`config.mk`:
```
export PLATFORM = sky130hd
export DESIGN_NAME = button_counter_ctrl
export DESIGN_NICKNAME = d
export VERILOG_FILES = /design/src/rtl/button_counter_ctrl.sv
export SDC_FILE = /design/constraint.sdc
export NUM_CORES = 1
export LEC_CHECK = 0
export CORE_MARGIN = 2
export CORE_UTILIZATION = 54
export DETAILED_ROUTE_END_ITERATION = 10
export GPL_TIMING_DRIVEN = 0
export PLACE_DENSITY = 0.76
export RECOVER_POWER = 50
export SLEW_MARGIN = 20
export SYNTH_ARGS = -nofsm -noshare
export SYNTH_HDL_FRONTEND = slang
export SYNTH_SLANG_ARGS = --single-unit
```
`constraint.sdc`:
```
create_clock -name clk -period 1.7 [get_ports clk]
set_input_delay 0.17 -clock clk [delete_from_list [all_inputs] [get_ports clk]]
set_output_delay 0.17 -clock clk [all_outputs]
set_load 0.01 [all_outputs]
```
`src/rtl/button_counter_ctrl.sv`:
```
// Debounced two-button controller driving a 4-bit LED counter.
// Define BUTTON_COUNTER_AUTOREPEAT_EN to enable auto-repeat on the increment button.
module button_counter_ctrl #(
  parameter int DEBOUNCE_CYCLES = 120000,
  parameter int CNT_W           = 17,
  parameter int REPEAT_DELAY    = 6000000,
  parameter int REPEAT_PERIOD   = 1200000
) (
  input  logic       clk,
  input  logic       rst,
  input  logic [1:0] pmod,
  output logic [3:0] led
);

  localparam logic [1:0] S_REL     = 2'd0;
  localparam logic [1:0] S_PWAIT   = 2'd1;
  localparam logic [1:0] S_PRESSED = 2'd2;
  localparam logic [1:0] S_RWAIT   = 2'd3;

  localparam logic [CNT_W-1:0] CNT_LAST = CNT_W'(DEBOUNCE_CYCLES - 1);

  logic [1:0]            sync1_q;
  logic [1:0]            sync2_q;
  logic [1:0][1:0]       st_q;
  logic [1:0][1:0]       st_d;
  logic [1:0][CNT_W-1:0] cnt_q;
  logic [1:0][CNT_W-1:0] cnt_d;
  logic [1:0]            press;
  logic [3:0]            led_q;
  logic [3:0]            led_d;
  logic                  inc_pulse;
  logic                  clr_pulse;

  // sync2_q is the level seen by the FSMs; 0 means pressed
  always_comb begin
    for (int i = 0; i < 2; i++) begin
      st_d[i]  = st_q[i];
      cnt_d[i] = cnt_q[i];
      press[i] = 1'b0;
      unique case (st_q[i])
        S_REL: begin
          if (!sync2_q[i]) begin
            cnt_d[i] = '0;
            st_d[i]  = S_PWAIT;
          end
        end
        S_PWAIT: begin
          if (sync2_q[i]) begin
            st_d[i] = S_REL;
          end else if (cnt_q[i] == CNT_LAST) begin
            st_d[i]  = S_PRESSED;
            press[i] = 1'b1;
          end else begin
            cnt_d[i] = cnt_q[i] + 1'b1;
          end
        end
        S_PRESSED: begin
          if (sync2_q[i]) begin
            cnt_d[i] = '0;
            st_d[i]  = S_RWAIT;
          end
        end
        S_RWAIT: begin
          if (!sync2_q[i]) begin
            st_d[i] = S_PRESSED;
          end else if (cnt_q[i] == CNT_LAST) begin
            st_d[i] = S_REL;
          end else begin
            cnt_d[i] = cnt_q[i] + 1'b1;
          end
        end
        default: st_d[i] = S_REL;
      endcase
    end
  end

`ifdef BUTTON_COUNTER_AUTOREPEAT_EN
  localparam int RW = $clog2(REPEAT_DELAY + 1);

  logic [RW-1:0] hold_q;
  logic [RW-1:0] hold_d;
  logic          rep;

  // after the first repeat, rewind so the next match is one period away
  always_comb begin
    hold_d = '0;
    rep    = 1'b0;
    if (st_q[1] == S_PRESSED && !sync2_q[1]) begin
      if (hold_q == RW'(REPEAT_DELAY - 1)) begin
        rep    = 1'b1;
        hold_d = RW'(REPEAT_DELAY - REPEAT_PERIOD);
      end else begin
        hold_d = hold_q + 1'b1;
      end
    end
  end

  always_ff @(posedge clk or posedge rst) begin
    if (rst) hold_q <= '0;
    else     hold_q <= hold_d;
  end

  assign inc_pulse = press[1] | rep;
`else
  assign inc_pulse = press[1];
`endif

  assign clr_pulse = press[0];

  always_comb begin
    led_d = led_q;
    if (clr_pulse)      led_d = 4'd0;
    else if (inc_pulse) led_d = led_q + 4'd1;
  end

  always_ff @(posedge clk or posedge rst) begin
    if (rst) begin
      sync1_q <= 2'b11;
      sync2_q <= 2'b11;
      st_q    <= {S_REL, S_REL};
      cnt_q   <= '0;
      led_q   <= 4'd0;
    end else begin
      sync1_q <= pmod;
      sync2_q <= sync1_q;
      st_q    <= st_d;
      cnt_q   <= cnt_d;
      led_q   <= led_d;
    end
  end

  assign led = led_q;

endmodule

```
Yosys cells after proc, flatten, opt, wreduce, memory -nomap -nowiden
Cells that the tools add are included.
- register bits: 46
- input port bits: 4
- output and inout port bits: 4
- word-level logic and storage cells: 71
- $add $sub $neg: 3
- eq/ne operators: 20
- mux-type cells: 34
- reduce and logical (&&, ||, !) cells: 7
- operators by type and width (kind ; count):
    two-way mux 17 bit ; 10
    case mux 17 bit (4 select lines) ; 2
    adder 17 x 1 -> 17 bit (second input constant) ; 2
    == test 17 bit (second input constant) ; 2
    two-way mux 2 bit ; 12
    != test 2 bit (second input constant) ; 8
    case mux 2 bit (4 select lines) ; 2
    AND reduction 4 bit ; 4
    != test 3 bit (second input constant) ; 4
    == test 2 bit (second input constant) ; 4
    two-way mux 4 bit ; 2
    two-way mux 1 bit ; 6
    adder 4 x 1 -> 4 bit (second input constant) ; 1
    == test 2 x 1 -> 1 bit (second input constant) ; 2
    zero test 2 bit ; 2
    nonzero test 2 bit ; 1

Depth between registers and ports, before layout
- depth in word-level cells: 6
- depth in mapped cells: 7
- gate-level depth less buffers: 6

Worst setup path after synthesis
No wires, ideal clock.
- path kind: register -> register
- from: register cnt_q[17] in the netlist's numbering
- to: register cnt_q[17] in the netlist's numbering
- setup time: 0.121 ns
- arrival time: 1.690 ns
- data required time: 1.579 ns
- slack: -0.111 ns
- stages on the path, launching flop included: 7
- buffers on the path: 0
- clock period less this slack: 1.811 ns
- cells stage by stage: dfrtp_1 ha_1 and4_2 and2_2 nand2_2 mux2_1 a22o_1
- word-level cells in the longest chain between the ends: 4
- elaborated cells on any way between the ends: 6
- classes of those cells: 1 x add/sub; 1 x eq/ne; 4 x mux
- ends and longest elaborated chain (item ; RTL line ; text):
    from (decl) ; 26 ; logic [1:0][CNT_W-1:0] cnt_q;
    from (signal assigned) ; 127 ; cnt_q <= cnt_d;
    adder 17 x 1 -> 17 bit or == test 17 bit (tied branches) ; n/a ;
    two-way mux 17 bit * ; 50, 66 ;
    two-way mux 17 bit (on tied branches) ; 64, 48 ;
    case mux 17 bit (4 select lines) * ; 40 ; unique case (st_q[i])
Mark *: on every way between the ends. The rest lies on a longest branch, timed or not. The select of a mux whose other input is x is not followed.
A chain may end at the register's enable or synchronous reset.

Worst setup path in the final report
- from: register cnt_q[23] in the netlist's numbering
- to: register cnt_q[17] in the netlist's numbering
- word-level cells in the longest chain between the ends: 4
- elaborated cells on any way between the ends: 5
- classes of those cells: 1 x eq/ne; 4 x mux
- ends and longest elaborated chain (item ; RTL line):
    == test 17 bit * ; 50, 66
    two-way mux 17 bit * ; n/a
    two-way mux 17 bit (on tied branches) ; n/a
    case mux 17 bit (4 select lines) * ; n/a
Marked as above.

==> impl_metrics.env <==
export IMPL_antenna_found_initial=0
export IMPL_dp_hpwl_um=2880
export IMPL_worstPathArrival_ps=1930
export IMPL_crit_slowest_cell="dfrtp_2"
export IMPL_finClkSkew_ps=6.32
export IMPL_cp_required_ps=1890
export IMPL_crit_family="simple AND/OR/NAND/NOR gates"
export IMPL_dr_first_iter_drc_count=93
export IMPL_io_pins=8
export IMPL_rrSetupSlack_ps=-40
export IMPL_clockPowerShare=0.346
export IMPL_dpl_cell_area_mm2=0.00255
export IMPL_critPathLaunchType="flip-flop"
export IMPL_cts_tree="done"
export IMPL_worst_pin_slew_ps=493
export IMPL_dp_cells=297
export IMPL_relSlewSlack=0.671
export IMPL_viasPerCell=5.67
export IMPL_synthArstFlopShare=1.00
export IMPL_drt_pass1_iterations=4
export IMPL_die_h_um=70.2
export IMPL_gr_total_overflow=0
export IMPL_synthCells=237
export IMPL_core_rowCount=24
export IMPL_hold_ws_ps=319
export IMPL_wl_per_cell_um=14.6
export IMPL_synth_edff_count=0
export IMPL_status="finished, violations left"
export IMPL_grt_first_pass_wirelength_um=7960
export IMPL_path_cells="nand2b_4 -> nor4_4 -> buf_4 -> nand2_2 -> mux2_4 -> a22o_1"
export IMPL_gp_congestion=0.764
export IMPL_cap_violations=0
export IMPL_slew_viol_final=0
export IMPL_power_density_mw_per_mm2=681
export IMPL_power_internal_mw=1.52
export IMPL_clock_sinks=46
export IMPL_syn_area_mm2=0.00236
export IMPL_power_frac_seq=0.578
export IMPL_synth_cell_type_count=50
export IMPL_detail_route_antenna_nets=0
export IMPL_ys_seq_area_frac=0.489
export IMPL_utilization=0.686
export IMPL_preCtsSetupSlack_ps=-271
export IMPL_rsz0062_at_grt="true"
export IMPL_path_class="reg -> reg"
export IMPL_hold_buffers=0
export IMPL_worst_path_largest_cell_delay_ps=430
export IMPL_setup_slack_ps=-40.9
export IMPL_fin_nets=281
export IMPL_worst_path_buf_inv=1
export IMPL_clk_pin_slew_ps=90
export IMPL_switchingPower_mw=0.482
export IMPL_drcViolationCount=0
export IMPL_vdd_drop_max_v=0.000572
export IMPL_n_antenna_cell=0
export IMPL_start_util=0.551
export IMPL_synthToLayoutAreaGrowth_pct=24.5
export IMPL_fp_dieW_um=70.2
export IMPL_syn_nets=244
export IMPL_yosys_most_used_dff="dfrtp_1"
export IMPL_grt_pass1_vias=1719
export IMPL_grt_usage=0.203
export IMPL_cp_end_kind="flip-flop"
export IMPL_cts_root_buffer="clkbuf_8"
export IMPL_violations="negative setup slack"
export IMPL_crit_fanout=5
export IMPL_numPortBuffers=7
export IMPL_hp_class="in -> async"
export IMPL_finalSetupTns_ps=-127
export IMPL_ys_seq_elements=46
export IMPL_clk_latency_ps=300
export IMPL_fin_crit_sh=1.02
export IMPL_clockBufferDepth=2
export IMPL_hold_viol=0
export IMPL_p_leak_nw=1.28
export IMPL_drt_wl_total_um=4780
export IMPL_ctsHtreeMaxLevel=2
export IMPL_stdcell_count=327
export IMPL_p_sw_frac=0.241
export IMPL_fmax_mhz=574
export IMPL_drive_gt1_frac=0.302
export IMPL_finalPower_mw=2.00
export IMPL_synth_warnings=0
export IMPL_dieArea_mm2=0.00492
export IMPL_vias=1855
export IMPL_cts_buffers=5
export IMPL_grt_max_degree=35
export IMPL_avgSynthCellArea_um2=9.98
export IMPL_p_comb_frac=0.076
export IMPL_setup_violations=4
export IMPL_core_mm2=0.00429
export IMPL_fin_area_mm2=0.00294
export IMPL_finalCriticalPeriod_ps=1740
==> per-layer routing <==
metal | routed length, um | GRT usage | up-vias
met5 | 0 | 0 | -
met2 | 2300 | 0.310 | 23
li1 | - | - | 928
met4 | 68 | 0.0726 | 0
met1 | 2270 | 0.288 | 898
met3 | 131 | 0.0433 | 6
==> kinds of logic (layout without fill, tap and decap cells) <==
| group | Yosys count | in the layout | synth area share |
|---|---|---|---|
| AO/OA/AOI/OAI | 45 | 45 | 0.118 |
| XOR/XNOR | 21 | 21 | 0.0810 |
| adder cells (fa/ha/maj) | 3 | 3 | 0.0159 |
| buffers and inverters | 13 | 51 | 0.0243 |
| flip-flops | 46 | 46 | 0.489 |
| multiplexers | 4 | 4 | 0.0185 |
| AND/OR/NAND/NOR | 105 | 105 | 0.253 |
==> sequential cells by signal, summed over array words and instances (netlist names), named ones only <==
name / cells
led: 4
sync1_q: 2
st_q: 2
sync2_q: 2
cnt_q: 34
==> power by group through the flow <==
stage | Clock, mW | Combinational [mW] | Sequential, mW
after global routing | 0.752 | 0.174 | 1.16
after global placement | 0 | 0.116 | 1.17
after CTS | 0.708 | 0.146 | 1.16
after detailed placement | 0 | 0.126 | 1.18
final | 0.694 | 0.152 | 1.16
after floorplan | 0 | 0.0905 | 1.17
==> repair_timing <==
| item | in CTS | in global routing |
|---|---|---|
| resized for setup | 14 | 23 |
| endpoints found under the setup margin | 31 | 33 |
| cloned | 0 | 0 |
| pin swaps | 7 | 8 |
| setup buffers | 15 | 8 |
==> placed cells by master (no fill, tap or decap), types with 2 or more instances in the layout <==
cell / n
nand3_1: 9
and3_1: 5
a22oi_1: 2
nor3_2: 2
nand3_2: 2
buf_6: 2
inv_1: 7
o21ai_0: 10
and2_4: 2
clkbuf_8: 6
clkdlybuf4s50_1: 4
a31oi_1: 3
xor2_2: 2
dfrtp_1: 38
dfstp_2: 4
clkbuf_1: 2
buf_4: 22
a31o_2: 2
nor3_1: 6
a211oi_1: 3
a21oi_1: 12
clkbuf_2: 2
mux2_4: 2
or3_1: 7
nand2_2: 2
nor2_1: 26
and2_1: 3
nand2_1: 15
xor2_1: 6
nor4_4: 2
a21oi_2: 4
a22o_1: 2
dfrtp_2: 4
xnor2_1: 11
nand4_1: 8
dlygate4sd3_1: 3
==> path summary, 6_finish.rpt <==
kind                       startpoint    endpoint  depth (start not counted)
hold reg to reg            sync1_q[0]  sync2_q[0]                          0
min in group clk           sync1_q[0]  sync2_q[0]                          0
max in group asynchronous         rst  sync2_q[1]                          3
setup reg to reg            cnt_q[23]   cnt_q[17]                          6
setup / recovery            cnt_q[23]   cnt_q[17]                          6
hold / removal                    rst   cnt_q[14]                          2
==> worst reg2reg max path, cell delays in order, from the launching register on <==
cell	delay, ps
dfrtp_2	430
nand2b_4	150
nor4_4	270
buf_4	200
nand2_2	100
mux2_4	310
a22o_1	170
==> final cells by class <==
| type | count | area (um^2) |
|---|---|---|
| plain buffers | 5 | 30.0 |
| clock buffers | 7 | 86.3 |
| clock inverters | 1 | 5.00 |
| fillers | 308 | 1350 |
| inverters | 7 | 26.3 |
| multi-input cells | 178 | 1320 |
| flip-flops and latches | 46 | 1160 |
| well taps | 52 | 65.1 |
| repair buffers | 31 | 254 |
==> synth_stat cells, types with 3 or more instances <==
library cell / n / area, um^2
a211oi_1: 3 / 22.5
and2_1: 3 / 18.8
o21ai_0: 11 / 55.1
a21oi_1: 16 / 80.1
and3_1: 6 / 37.5
nor3_1: 8 / 40.0
dfstp_2: 4 / 105
dfrtp_1: 42 / 1050
clkbuf_1: 4 / 15.0
nand3_1: 11 / 55.1
xor2_1: 8 / 70.1
inv_1: 7 / 26.3
a31oi_1: 3 / 18.8
or3_1: 7 / 43.8
ha_1: 3 / 37.5
nor2_1: 27 / 101
nand4_1: 8 / 50.1
xnor2_1: 12 / 105
nand2_1: 16 / 60.1
No activity file was read; power rests on OpenSTA's default activity.
